==> src/rtl/uart_tx.sv <==
// Purpose     : UART transmitter. Serializes one word per frame onto TX_OUT:
//               start bit, DATA_WIDTH data bits LSB first, optional parity, one stop bit.
// Latency     : TX_OUT falls one clock edge after Data_Valid is sampled in IDLE;
//               the frame lasts (2 + DATA_WIDTH + PAR_EN) * Prescale cycles.
// Backpressure: busy is high for the whole frame; Data_Valid while busy is ignored
//               (no queuing). Holding Data_Valid high gives frames with a one-cycle idle gap.
//
// Ports:
//   CLK        - system / oversampling clock, rising edge
//   RST        - asynchronous active-low reset
//   P_DATA     - word to transmit, sampled at accept
//   Data_Valid - request to send P_DATA
//   PAR_EN     - 1 appends a parity bit, sampled at accept
//   PAR_TYP    - 0 even, 1 odd parity, sampled at accept
//   Prescale   - clock cycles per bit (0 means 2**PRESCALE_WIDTH), sampled at accept
//   TX_OUT     - serial line, idle high, registered
//   busy       - frame in progress, registered

module uart_tx #(
  parameter int DATA_WIDTH     = 8,
  parameter int PRESCALE_WIDTH = 5
) (
  input  logic                      CLK,
  input  logic                      RST,
  input  logic [DATA_WIDTH-1:0]     P_DATA,
  input  logic                      Data_Valid,
  input  logic                      PAR_EN,
  input  logic                      PAR_TYP,
  input  logic [PRESCALE_WIDTH-1:0] Prescale,
  output logic                      TX_OUT,
  output logic                      busy
);

  localparam logic [2:0] IDLE   = 3'd0;
  localparam logic [2:0] START  = 3'd1;
  localparam logic [2:0] DATA   = 3'd2;
  localparam logic [2:0] PARITY = 3'd3;
  localparam logic [2:0] STOP   = 3'd4;

  localparam int BIT_CNT_W = (DATA_WIDTH > 1) ? $clog2(DATA_WIDTH) : 1;

  localparam logic [BIT_CNT_W-1:0]      LAST_BIT = BIT_CNT_W'(DATA_WIDTH - 1);
  localparam logic [BIT_CNT_W-1:0]      BIT_ONE  = BIT_CNT_W'(1);
  localparam logic [PRESCALE_WIDTH-1:0] CNT_ONE  = PRESCALE_WIDTH'(1);

  logic [2:0]                state_q,    state_d;
  logic [PRESCALE_WIDTH-1:0] edge_cnt_q, edge_cnt_d;
  logic [BIT_CNT_W-1:0]      bit_cnt_q,  bit_cnt_d;
  logic [DATA_WIDTH-1:0]     data_q,     data_d;
  logic                      par_en_q,   par_en_d;
  logic                      parity_q,   parity_d;
  logic [PRESCALE_WIDTH-1:0] prescale_q, prescale_d;
  logic                      tx_q,       tx_d;
  logic                      busy_q,     busy_d;

  logic [PRESCALE_WIDTH-1:0] prescale_last;
  logic                      bit_end;

  // Last count of a bit period. The subtraction wraps, so Prescale=0 yields
  // an all-ones terminal count, i.e. a full 2**PRESCALE_WIDTH cycle bit.
  assign prescale_last = prescale_q - CNT_ONE;
  assign bit_end       = (edge_cnt_q == prescale_last);

  // TX_OUT and busy are computed for the *next* state and registered, so the
  // line is driven straight from flops and never glitches on state decode.
  always_comb begin
    state_d    = state_q;
    edge_cnt_d = edge_cnt_q;
    bit_cnt_d  = bit_cnt_q;
    data_d     = data_q;
    par_en_d   = par_en_q;
    parity_d   = parity_q;
    prescale_d = prescale_q;
    tx_d       = tx_q;
    busy_d     = busy_q;

    case (state_q)
      IDLE: begin
        edge_cnt_d = '0;
        bit_cnt_d  = '0;
        tx_d       = 1'b1;
        busy_d     = 1'b0;
        if (Data_Valid) begin
          // Everything the frame depends on is captured here, so later input
          // changes cannot disturb the frame in flight.
          data_d     = P_DATA;
          par_en_d   = PAR_EN;
          parity_d   = (^P_DATA) ^ PAR_TYP;
          prescale_d = Prescale;
          state_d    = START;
          tx_d       = 1'b0;
          busy_d     = 1'b1;
        end
      end

      START: begin
        tx_d   = 1'b0;
        busy_d = 1'b1;
        if (bit_end) begin
          edge_cnt_d = '0;
          bit_cnt_d  = '0;
          state_d    = DATA;
          tx_d       = data_q[0];
        end else begin
          edge_cnt_d = edge_cnt_q + CNT_ONE;
        end
      end

      DATA: begin
        tx_d   = data_q[bit_cnt_q];
        busy_d = 1'b1;
        if (bit_end) begin
          edge_cnt_d = '0;
          if (bit_cnt_q == LAST_BIT) begin
            bit_cnt_d = '0;
            if (par_en_q) begin
              state_d = PARITY;
              tx_d    = parity_q;
            end else begin
              state_d = STOP;
              tx_d    = 1'b1;
            end
          end else begin
            bit_cnt_d = bit_cnt_q + BIT_ONE;
            tx_d      = data_q[bit_cnt_d];
          end
        end else begin
          edge_cnt_d = edge_cnt_q + CNT_ONE;
        end
      end

      PARITY: begin
        tx_d   = parity_q;
        busy_d = 1'b1;
        if (bit_end) begin
          edge_cnt_d = '0;
          state_d    = STOP;
          tx_d       = 1'b1;
        end else begin
          edge_cnt_d = edge_cnt_q + CNT_ONE;
        end
      end

      STOP: begin
        tx_d   = 1'b1;
        busy_d = 1'b1;
        if (bit_end) begin
          // busy drops on the final edge of the stop bit; a new word can be
          // accepted on the following edge, giving one idle-high cycle.
          edge_cnt_d = '0;
          state_d    = IDLE;
          busy_d     = 1'b0;
        end else begin
          edge_cnt_d = edge_cnt_q + CNT_ONE;
        end
      end

      default: begin
        // Unreachable encodings fall back to a quiet idle line.
        state_d    = IDLE;
        edge_cnt_d = '0;
        bit_cnt_d  = '0;
        tx_d       = 1'b1;
        busy_d     = 1'b0;
      end
    endcase
  end

  always_ff @(posedge CLK or negedge RST) begin
    if (!RST) begin
      state_q    <= IDLE;
      edge_cnt_q <= '0;
      bit_cnt_q  <= '0;
      data_q     <= '0;
      par_en_q   <= 1'b0;
      parity_q   <= 1'b0;
      prescale_q <= '0;
      tx_q       <= 1'b1;
      busy_q     <= 1'b0;
    end else begin
      state_q    <= state_d;
      edge_cnt_q <= edge_cnt_d;
      bit_cnt_q  <= bit_cnt_d;
      data_q     <= data_d;
      par_en_q   <= par_en_d;
      parity_q   <= parity_d;
      prescale_q <= prescale_d;
      tx_q       <= tx_d;
      busy_q     <= busy_d;
    end
  end

  assign TX_OUT = tx_q;
  assign busy   = busy_q;

endmodule

==> config.mk <==
export PLATFORM = sky130hd
export DESIGN_NAME = uart_tx
export DESIGN_NICKNAME = d
export VERILOG_FILES = /design/src/rtl/uart_tx.sv
export SDC_FILE = /design/constraint.sdc
export NUM_CORES = 1
export LEC_CHECK = 0
export ABC_AREA = 1
export BUFFER_PORTS_ARGS = -buffer_cell sky130_fd_sc_hd__buf_2
export CORE_ASPECT_RATIO = 0.5
export CORE_MARGIN = 3
export CORE_UTILIZATION = 50
export CTS_CLUSTER_DIAMETER = 150
export DETAILED_ROUTE_END_ITERATION = 8
export GPL_ROUTABILITY_DRIVEN = 0
export PLACE_DENSITY = 0.7
export SLEW_MARGIN = 20
export SYNTH_ARGS = -nofsm -noshare
export SYNTH_HDL_FRONTEND = slang
export SYNTH_SLANG_ARGS = --single-unit
==> constraint.sdc <==
create_clock -name CLK -period 2.65 [get_ports CLK]
set_input_delay 0.1325 -clock CLK [delete_from_list [all_inputs] [get_ports CLK]]
set_output_delay 0.1325 -clock CLK [all_outputs]
set_load 0.02 [all_outputs]
Word level (Yosys, flattened, before mapping)
Cells that the tools add are included.
Widths: inputs -> output; s select.

storage, ports and cells
  register bits after elaboration = 28
  output and inout bits = 2
  logic and storage cells = 63

operators by class
  $add $sub $neg = 3
  $lt $le $gt $ge = 2
  eq/ne operators = 12
  multiplexer cells = 27
  bitwise operators = 2
  reduce and logical (&&, ||, !) cells = 8

operator list
  operator             count
  $mux 3               9
  $pmux 3 s5           1
  $ne 2x2->1 const B   6
  $mux 1               10
  $mux 5               2
  $pmux 3 s3           1
  $lt 3x4->1 const B   2
  $reduce_xor 8->1     1
  $bmux 1 s3           2
  $eq 3x2->1 const B   2
  $eq 3x3->1 const B   2
  $reduce_and 6->1     1
  $add 5x1->5 const B  1
  $eq 5x5->1           1
  $sub 5x1->5 const B  1
  $pmux 1 s4           1
  $reduce_or 4->1      1
  $add 3x1->3 const B  1
  $eq 3x1->1 const B   1
  $logic_not 3->1      1
  $pmux 1 s3           1
  $reduce_and 3->1     1
  $reduce_or 3->1      1
  $reduce_and 2->1     1
  3 further kinds      3

Longest topological paths before layout
  depth after elaboration = 6
  depth in mapped cells = 14
  gate-level depth less buffers = 14

Worst setup path after synthesis
Ideal clock, no wire load.

  kind = reg-to-reg
  from = reg prescale_q[0]
  to = reg bit_cnt_q[1]
  setup time = 0.118 ns
  data arrival time = 1.405 ns
  data required time = 2.532 ns
  setup slack = 1.127 ns
  cell stages (with the launch flop) = 14
  buffers on the path = 0
  cells stage by stage = dfrtp_1 > inv_2 > ha_1 > inv_1 > nand2_1 > nand2_1 > nor2_1 > nand2_1 > nor2_2 > nand2_4 > nand2_4 > nand2_4 > nand2_1 > o21ai_2

between the ends
  word-level cells in the longest chain between the ends = 4

ends and longest elaborated chain
  element                       RTL line  text
  start: declaration            52        logic [PRESCALE_WIDTH-1:0] prescale_q, prescale_d;
  start signal: assignment      187       prescale_q <= prescale_d;
  $sub 5x1->5 *                 61        assign prescale_last = prescale_q - CNT_ONE;
  $eq 5x5->1 *                  62        assign bit_end = (edge_cnt_q == prescale_last);
  $ne 2x2->1 (no line)          n/a
  $reduce_and 3->1 (no line) *  n/a
  end signal: assignment        183       bit_cnt_q <= bit_cnt_d;
  end: declaration              48        logic [BIT_CNT_W-1:0] bit_cnt_q, bit_cnt_d;

Every way passes the cells marked *; elsewhere a longest branch is shown, timed or not.
A chain may end at the register's enable or synchronous reset.

Worst setup path in the final report
  from = reg state_q[1]
  to = reg prescale_q[1]

between the ends
  word-level cells in the longest chain between the ends = 2

ends and longest elaborated chain
  element                     RTL line  text
  start: declaration          46        logic [2:0] state_q, state_d;
  start signal: assignment    181       state_q <= state_d;
  $logic_not 3->1             77        case (state_q)
  $reduce_and 2->1 (no line)  n/a

Every way passes these cells.

==> flow_summary.ini <==
[placed_design]
hpwlAfterDp_um = 2780
dp_cells = 315
io_buffer_count = 19
dp_worst_setup_slack_ns = 0.811

[global_route]
antenna_found_initial = 0
grt_max_degree = 29
overflow = 0
grt_pass1_vias = 1389
track_usage_pct = 18.3
grt_pass1_wl_um = 6230

[sta]
drv_slew = 0
tightest_slew_ns = 0.693
setup-tns-final_ns = 0
slew_headroom_pct = 53.6
worst_clock_skew_ns = 0.00322
clock.fmax_ghz = 0.551
setup_viol_count_final = 0
worst_slack_ns = 0.836
rsz0062_at_grt = false
finalCritPeriodShare_pct = 68.4
finalHoldViolCount = 0
min_period_ns = 1.81

[clock_network]
clkTransAtPathRegs_ns = 0.10
cts_resized = 0
clockBufferDepth = 2
numClockSinks = 28
cts_buffers = 3
clk_latency_ns = 0.28
cts_root_buf = clkbuf_8
cts_htree_levels = 1
cts_tree = yes

[routing]
route.met3.wl_um = 144
vias = 1570
final_antenna_net_count = 0
dr.max_layer_used = met4
dr_wl_met2_um = 1650
detail_route.wl_per_cell_um = 11.4
met1_length_um = 1840
drc_errors = 0
dr.first_iter.drc_count = 110
wirelength_um = 3640
viasPerCell = 4.91
dr.pass1.iters = 5

[die]
die_w_um = 89.7
rows = 14
ios = 20
start_util_pct = 55.3
die_height_um = 47.9
core_mm2 = 0.00317
dieArea_mm2 = 0.00430

[worst_setup_path]
endpoint_kind = flip-flop
timing_worst_setup_path_type = flip-flop to flip-flop
crit_required_ns = 2.84
start_kind = flip-flop
arrival_ns = 2.00
crit_path_max_fanout = 13

[logic_synthesis]
synth_top_cell_by_area = dfrtp_1
synth.area.top_cells = dfrtp_1 39%, nand2_1 22%, inv_1 5.6%, nand3_1 4.9%, nor2_1 3.0%
synth_edf_count = 0
ys_warn_count = 0
synth_nets = 272
ys_ff_latch = 28
synth_cells = 250
syn_area_per_cell_um2 = 7.01
yosysSeqAreaShare_pct = 40.0
synth_top_area_share_pct = 38.5
async_reset_ff_share_pct = 100
synthTopCellsByCount = 101 x nand2_1, 27 x dfrtp_1, 26 x inv_1
synth_flop_cell = dfrtp_1
syn-cell-area_mm2 = 0.00175
yosysMostFrequentCell = nand2_1
synth_cell_types = 26

[cells_and_area]
drive_gt1_share_pct = 16.5
postLayoutCoreUtil_pct = 62.4
nFillCells = 293
nets = 295
diodes = 0
area_growth_pct = 12.9
stdcell_count = 320

[power_and_ir_drop]
power.total_mw = 2.22
leakagePower_nw = 1.06
ir_drop_uv = 379
powerDensity_mw_per_mm2 = 1120

[flow_run]
cap_violations = 0

[worst_hold_path]
hp-class = primary input to flip-flop

[outcome]
status = complete, no violations
worst max-delay path: stages, from the launching register on:
cell and delay, ns:
dfrtp_1 0.43, nor2_1 0.17, nand2_1 0.13, nor2_1 0.55, buf_4 0.30, nand2_1 0.06, o21ai_0 0.10
cells in the final DEF (no fill, tap or decap), drive strengths merged:
master	instances
a21oi	6
buf	20
bufinv	1
clkbuf	3
clkinv	1
dfrtp	27
dfstp	1
dlygate4sd3	1
ha	4
inv	31
nand2	107
nand3	18
nand3b	2
nand4	3
nor2	18
nor3	5
o21ai	13
o22ai	2
or2	1
xnor2	5
xor2	3
timing repair:
item	in CTS	in global routing
hold buffers	1	0
endpoints found under the setup margin	0	0
endpoints found under the hold margin	27	0
setup buffers	0	0
through the flow:
step,hold slack (ns),instance area [µm²]
floorplan,-0.163,1750
global placement,0.182,1900
detailed placement,0.189,1900
CTS,0.0418,1980
global route,0.0542,1980
finish,0.0449,1980
state kept, by name, indices dropped and copies added (netlist names):
signal,count
TX_OUT,1
bit_cnt_q,3
busy,1
data_q,8
edge_cnt_q,5
par_en_q,1
parity_q,1
prescale_q,5
state_q,3
per-layer routing:
metal / GRT usage [%] / vias to the layer above
met4: 1.83 / 0
met5: 0 / -
met1: 24.3 / 720
met3: 4.08 / 2
li1: - / 822
met2: 33.0 / 26
power by group:
group          switching, mW  internal [mW]
Sequential             0.147          0.604
Combinational          0.726          0.398
Clock                  0.139          0.202
Total                   1.01           1.20
cell families (layout without fill, tap and decap cells):
| group | count (synthesis) | after routing | share of synthesized area (%) |
|---|---|---|---|
| and+or+nand+nor | 154 | 154 | 38.5 |
| AOI/OAI and AO/OA | 21 | 21 | 6.78 |
| DFF | 28 | 28 | 40.0 |
| adders and majority gates | 4 | 4 | 2.86 |
| xor gates and xnor gates | 8 | 8 | 4.00 |
| buffers and inverters | 35 | 57 | 7.85 |
layout make-up:
| cell class | instances | area (µm²) | area share (%) |
|---|---|---|---|
| inverter | 32 | 120 | 6.07 |
| timing repair buffer | 21 | 113 | 5.69 |
| clock inverter | 1 | 30.0 | 1.52 |
| sequential | 28 | 702 | 35.5 |
| clock buffer | 3 | 41.3 | 2.09 |
| tap | 48 | 60.1 | 3.03 |
| multi-input combinational | 187 | 913 | 46.1 |
worst paths after layout:
kind                             start            end  slack, ns  cells after the start
min in group asynchronous          RST  edge_cnt_q[0]       0.40                      2
setup reg to reg            state_q[1]  prescale_q[1]       0.84                      6
max in group asynchronous          RST   bit_cnt_q[2]       1.84                      2
hold reg to reg              data_q[3]      data_q[3]       0.50                      2
hold / removal             Prescale[3]  prescale_q[3]       0.04                      3
setup / recovery            state_q[1]  prescale_q[1]       0.84                      6
Power figures use the tool's default switching activity.
